$ cat src/rtl/uart_tx_fifo.sv
// Byte FIFO plus launch sequencer feeding a UART transmitter (IDLE/ARM/SEND).
// Optional CR insertion before each LF: define UART_TX_FIFO_CRLF_EN.
module uart_tx_fifo #(
    parameter int DEPTH       = 16,
    parameter int ARM_TIMEOUT = 8
) (
    input  logic                   clk,
    input  logic                   rst_n,
    input  logic                   wr_en,
    input  logic [7:0]             wr_data,
    output logic                   full,
    output logic                   empty,
    output logic [$clog2(DEPTH):0] level,
    output logic                   overflow,
    output logic                   tx_start,
    output logic [7:0]             tx_data,
    input  logic                   tx_busy
);

    localparam int AW = $clog2(DEPTH);
    localparam int LW = AW + 1;
    localparam int CW = (ARM_TIMEOUT > 1) ? $clog2(ARM_TIMEOUT) : 1;

    localparam logic [1:0] ST_IDLE = 2'd0;
    localparam logic [1:0] ST_ARM  = 2'd1;
    localparam logic [1:0] ST_SEND = 2'd2;

    logic [7:0]    mem [DEPTH];
    logic [AW-1:0] wr_ptr;
    logic [AW-1:0] rd_ptr;
    logic [1:0]    state;
    logic [CW-1:0] arm_cnt;

    logic          push;
    logic          launch;
    logic          pop;
    logic [7:0]    head;
    logic [7:0]    launch_data;
    logic [LW-1:0] level_next;

`ifdef UART_TX_FIFO_CRLF_EN
    logic cr_pending;
    logic insert_cr;
`endif

    // NOTE: every signal assigned in always_comb gets a default first, so no path can infer a latch.
    always_comb begin
        push        = wr_en && !full;
        launch      = (state == ST_IDLE) && !empty && !tx_busy;
        head        = mem[rd_ptr];
        pop         = launch;
        launch_data = head;
`ifdef UART_TX_FIFO_CRLF_EN
        insert_cr = (head == 8'h0A) && !cr_pending;
        if (insert_cr) begin
            pop         = 1'b0;
            launch_data = 8'h0D;
        end
`endif
        level_next = level;
        case ({push, pop})
            2'b10:   level_next = level + LW'(1);
            2'b01:   level_next = level - LW'(1);
            default: level_next = level;
        endcase
    end

    // NOTE: storage is not reset; the reset pointers make stale contents unreachable.
    always_ff @(posedge clk) begin
        if (push) begin
            mem[wr_ptr] <= wr_data;
        end
    end

    // NOTE: sequential state uses non-blocking assignments so every register samples pre-edge values.
    always_ff @(posedge clk) begin
        if (!rst_n) begin
            wr_ptr   <= '0;
            rd_ptr   <= '0;
            level    <= '0;
            full     <= 1'b0;
            empty    <= 1'b1;
            overflow <= 1'b0;
            tx_start <= 1'b0;
            tx_data  <= 8'h00;
            state    <= ST_IDLE;
            arm_cnt  <= '0;
        end else begin
            if (push) begin
                wr_ptr <= wr_ptr + AW'(1);
            end
            if (pop) begin
                rd_ptr <= rd_ptr + AW'(1);
            end
            level    <= level_next;
            // full tracks the new level so a back-to-back push is refused at once;
            // empty trails level by a cycle, giving the launch its two-edge latency.
            full     <= (level_next == LW'(DEPTH));
            empty    <= (level == '0);
            overflow <= wr_en && full;

            case (state)
                ST_IDLE: begin
                    tx_start <= 1'b0;
                    if (launch) begin
                        tx_data  <= launch_data;
                        tx_start <= 1'b1;
                        arm_cnt  <= '0;
                        state    <= ST_ARM;
                    end
                end
                ST_ARM: begin
                    tx_start <= 1'b0;
                    if (tx_busy) begin
                        arm_cnt <= '0;
                        state   <= ST_SEND;
                    end else if (arm_cnt == CW'(ARM_TIMEOUT - 1)) begin
                        // Transmitter never answered; the popped byte is abandoned.
                        arm_cnt <= '0;
                        state   <= ST_IDLE;
                    end else begin
                        arm_cnt <= arm_cnt + CW'(1);
                    end
                end
                ST_SEND: begin
                    tx_start <= 1'b0;
                    if (!tx_busy) begin
                        state <= ST_IDLE;
                    end
                end
                default: begin
                    tx_start <= 1'b0;
                    state    <= ST_IDLE;
                end
            endcase
        end
    end

`ifdef UART_TX_FIFO_CRLF_EN
    always_ff @(posedge clk) begin
        if (!rst_n) begin
            cr_pending <= 1'b0;
        end else if (launch && insert_cr) begin
            cr_pending <= 1'b1;
        end else if (pop) begin
            cr_pending <= 1'b0;
        end
    end
`endif

endmodule

$ cat config.mk
export PLATFORM = sky130hd
export DESIGN_NAME = uart_tx_fifo
export DESIGN_NICKNAME = d
export VERILOG_FILES = /design/src/rtl/uart_tx_fifo.sv
export SDC_FILE = /design/constraint.sdc
export NUM_CORES = 1
export LEC_CHECK = 0
export BUFFER_PORTS_ARGS = -buffer_cell sky130_fd_sc_hd__clkbuf_2
export CORE_AREA = 2 2 95 133
export CTS_CLUSTER_DIAMETER = 200
export DETAILED_ROUTE_END_ITERATION = 10
export DIE_AREA = 0 0 97 135
export GPL_ROUTABILITY_DRIVEN = 1
export PLACE_DENSITY_LB_ADDON = 0.08
export SYNTH_ARGS = -nofsm -noshare
export SYNTH_HDL_FRONTEND = slang
export SYNTH_SLANG_ARGS = --single-unit
$ cat constraint.sdc
create_clock -name clk -period 3.2 [get_ports clk]
set_input_delay 0.64 -clock clk [delete_from_list [all_inputs] [get_ports clk]]
set_output_delay 0.64 -clock clk [all_outputs]
set_load 0.005 [all_outputs]
==> results.toml <==
[logic_synthesis]
synthTopCellsByArea = "sky130_fd_sc_hd__edfxtp_1 60%, sky130_fd_sc_hd__mux4_2 11%, sky130_fd_sc_hd__dfxtp_1 9.4%"
yosys-top-cells-count = "128 x sky130_fd_sc_hd__edfxtp_1, 32 x sky130_fd_sc_hd__mux4_2, 30 x sky130_fd_sc_hd__dfxtp_1"
post-synth-top-count-cell = "sky130_fd_sc_hd__edfxtp_1"
yosysTopAreaCell = "sky130_fd_sc_hd__edfxtp_1"
yosys_register_bits = 158
synth_seq_area_share_pct = 69.29
synth.net_count = 386
synthDominantCellAreaShare_pct = 59.93
netlist_cell_types = 48
postSynthAreaPerCell_sq_um = 17.62
postSynth.asyncResetShare_pct = 0
dominantRegCellSynth = "sky130_fd_sc_hd__edfxtp_1"
post_synth_inst_count = 364
syn-cell-area_sq_um = 6414
synth_enable_flop_cells = 128
synth-warning-count = 0

[floorplanning]
design.die.area_sq_um = 13100
core_area_sq_um = 11820
die_width_um = 97
chipHeight_um = 135
io-pin-count = 29
floorplan.rows = 47
start_util_pct = 54.26

[cts]
clock_tree.root_cell = "sky130_fd_sc_hd__clkbuf_16"
cts_max_level = 4
tritoncts = "built"
worst_setup_hold_path_clk_slew_ps = 70
cts_post_setup_buffers_inserted = 0
hold_buffers = 0
clkSinkCount = 158
cts_bufs_inserted = 17
clock_latency_ps = 420
ctsLongestPathBuffers = 2
cts.repair.resized = 0

[flow_run]
maxCapViolations = 0

[grt]
grt_first_pass_wirelength_um = 19290
grt-ovfl-total = 0
first_global_vias = 3442
grt_start_max_net_pins = 33
antenna_found_initial = 0
grt_util_all_layers_pct = 20.09

[sta]
final_critical_period_ps = 2658
maxSlewViolCount = 0
final-hold-violation-count = 0
final_critical_path_setup_slack_ps = 541.9
min_period_over_period_pct = 83.07
timing.clock.skew_ps = 10.65
finalSetupTns_ps = 0
fmax_mhz = 376.2
maxSlewHeadroom_pct = 54.68
tightestPinTransition_ps = 679.9
rsz_0062_raised_after_global_routing = "false"
timing.final.setup_violations = 0

[routing]
detail_route.iter0.violations = 198
routed_via_density = 5.813
routedWlPerCell_um = 21.10
via_count = 3325
ant_nets = 0
drt_pass1_iterations = 4
wirelength_um = 12070
remaining_drc_errors = 0

[layout]
layout.filler_cells = 861
final_net_count = 434
post_route_cells_drive_above_1_share_pct = 28.94
flow.area_growth_from_synthesis_pct = 14.87
non_filler_cells_in_the_finished_layout = 572
antenna-diode-count = 0

[critical_path]
critPathCaptureType = "register"
r2r-start = "state[1]"
cp_data_required_time_ps = 3550
worstSetupPathType = "reg2reg"
crit_fanout = 9
worstSetupStartpointType = "register"
cp-startpoint = "state[1]"
critical_path_arrival_ps = 3010

[placement]
dp_worst_setup_slack_ps = 138.5
numPlacedInstances = 540
io_buffer_count = 28
hpwl_um = 7806
gpl.final_weighted_congestion = 0.7482

[outcome]
status = "finished clean"

[pwr]
power.static_leakage_nw = 2.505
power-per-cell-area_nw_per_um2 = 625.8
vdd_drop_max_uv = 448.5

[min_path]
worst_hold_startpoint = "wr_en"
timing.hold.worst.class = "in2reg"
cells by family after synthesis:
logic type                 after synthesis  share of synthesized area [%]
DFF                                    158                          69.29
adders and majority gates               10                          1.951
xor gates and xnor gates                 9                          1.229
and+or+nand+nor                         80                          7.413
muxes                                   51                          14.22
AOI/OAI and AO/OA                       28                          3.200
buffers and inverters                   28                          2.692
layer usage:
| metal | global-route usage, % | wire [um] | vias up | share of wire, % |
|---|---|---|---|---|
| li1 | - | - | 1537 | - |
| met1 | 25.30 | 5043 | 1708 | 42 |
| met2 | 34.30 | 6418 | 67 | 53 |
| met3 | 4.141 | 424 | 13 | 3.5 |
| met4 | 8.216 | 182 | 0 | 1.5 |
| met5 | 0 | 0 | - | 0 |
per-stage QoR:
step / hold slack, ps / util, % / instance area, sq um / total power [mW]
after global placement: 477.3 / 57.55 / 6803 / 2.749
after global routing: 483.9 / 62.33 / 7367 / 4.767
final: 461.5 / 62.33 / 7367 / 4.610
after floorplan: 477.6 / - / 6414 / 2.628
after detailed placement: 476.3 / 57.55 / 6803 / 2.759
after CTS: 451.5 / 62.33 / 7367 / 4.650
state kept, by name, indices dropped and copies added (netlist names):
signal,flops
level,5
tx_start,1
empty,1
wr_ptr,4
state,2
full,1
arm_cnt,3
rd_ptr,4
mem,128
tx_data,8
overflow,1
layout make-up:
cell class | count | area [sq um] | share of cell area [%]
inverter | 5 | 31.28 | 0.4246
sequential | 158 | 4446 | 60.34
clock buffer | 19 | 464.2 | 6.301
multi-input combinational | 178 | 1797 | 24.39
tap | 147 | 183.9 | 2.497
timing repair buffer | 52 | 345.3 | 4.687
clock inverter | 13 | 100.1 | 1.359
power breakdown:
group	internal (mW)	total, mW	switching, mW
registers	2.28	2.33	0.0482
clock network	1.07	1.90	0.828
logic	0.169	0.384	0.215
total	3.52	4.61	1.09
placed cells by master, fill, tap and decap left out, types with 3 or more instances in the layout:
| cell type | synthesis | routed |
|---|---|---|
| sky130_fd_sc_hd__inv_1 | 4 | 4 |
| sky130_fd_sc_hd__clkinv_4 | 0 | 4 |
| sky130_fd_sc_hd__clkbuf_16 | 0 | 18 |
| sky130_fd_sc_hd__and2_1 | 11 | 11 |
| sky130_fd_sc_hd__a31oi_1 | 3 | 3 |
| sky130_fd_sc_hd__nand3_1 | 8 | 8 |
| sky130_fd_sc_hd__dfxtp_1 | 30 | 29 |
| sky130_fd_sc_hd__nand2b_1 | 4 | 4 |
| sky130_fd_sc_hd__nor2b_1 | 8 | 8 |
| sky130_fd_sc_hd__nor3b_1 | 4 | 4 |
| sky130_fd_sc_hd__nand2_1 | 11 | 11 |
| sky130_fd_sc_hd__mux4_2 | 32 | 32 |
| sky130_fd_sc_hd__buf_4 | 1 | 22 |
| sky130_fd_sc_hd__ha_1 | 10 | 10 |
| sky130_fd_sc_hd__a21oi_1 | 4 | 4 |
| sky130_fd_sc_hd__inv_6 | 0 | 5 |
| sky130_fd_sc_hd__clkbuf_2 | 0 | 28 |
| sky130_fd_sc_hd__mux2i_1 | 18 | 18 |
| sky130_fd_sc_hd__nor2_1 | 15 | 15 |
| sky130_fd_sc_hd__clkinv_2 | 0 | 3 |
| sky130_fd_sc_hd__nor3_1 | 5 | 5 |
| sky130_fd_sc_hd__xnor2_1 | 8 | 8 |
| sky130_fd_sc_hd__o21ai_0 | 4 | 4 |
| sky130_fd_sc_hd__o221ai_1 | 8 | 8 |
| sky130_fd_sc_hd__edfxtp_1 | 128 | 128 |
critical path: stages, from the launching register on:
cell and delay [ps]:
sky130_fd_sc_hd__dfxtp_1 310, sky130_fd_sc_hd__or4_1 660, sky130_fd_sc_hd__clkinv_8 130, sky130_fd_sc_hd__ha_1 180
sky130_fd_sc_hd__xor2_1 80, sky130_fd_sc_hd__ha_1 230, sky130_fd_sc_hd__a211oi_1 270, sky130_fd_sc_hd__nor4b_1 90
sky130_fd_sc_hd__or3_1 420, sky130_fd_sc_hd__a211oi_2 220
worst paths after layout:
kind                     end  slack (ps)  depth (start not counted)
hold reg to reg   tx_data[2]         490                          2
hold / removal      overflow         460                          2
setup / recovery        full         540                          9
setup reg to reg        full         540                          9
Power figures use the tool's default switching activity.
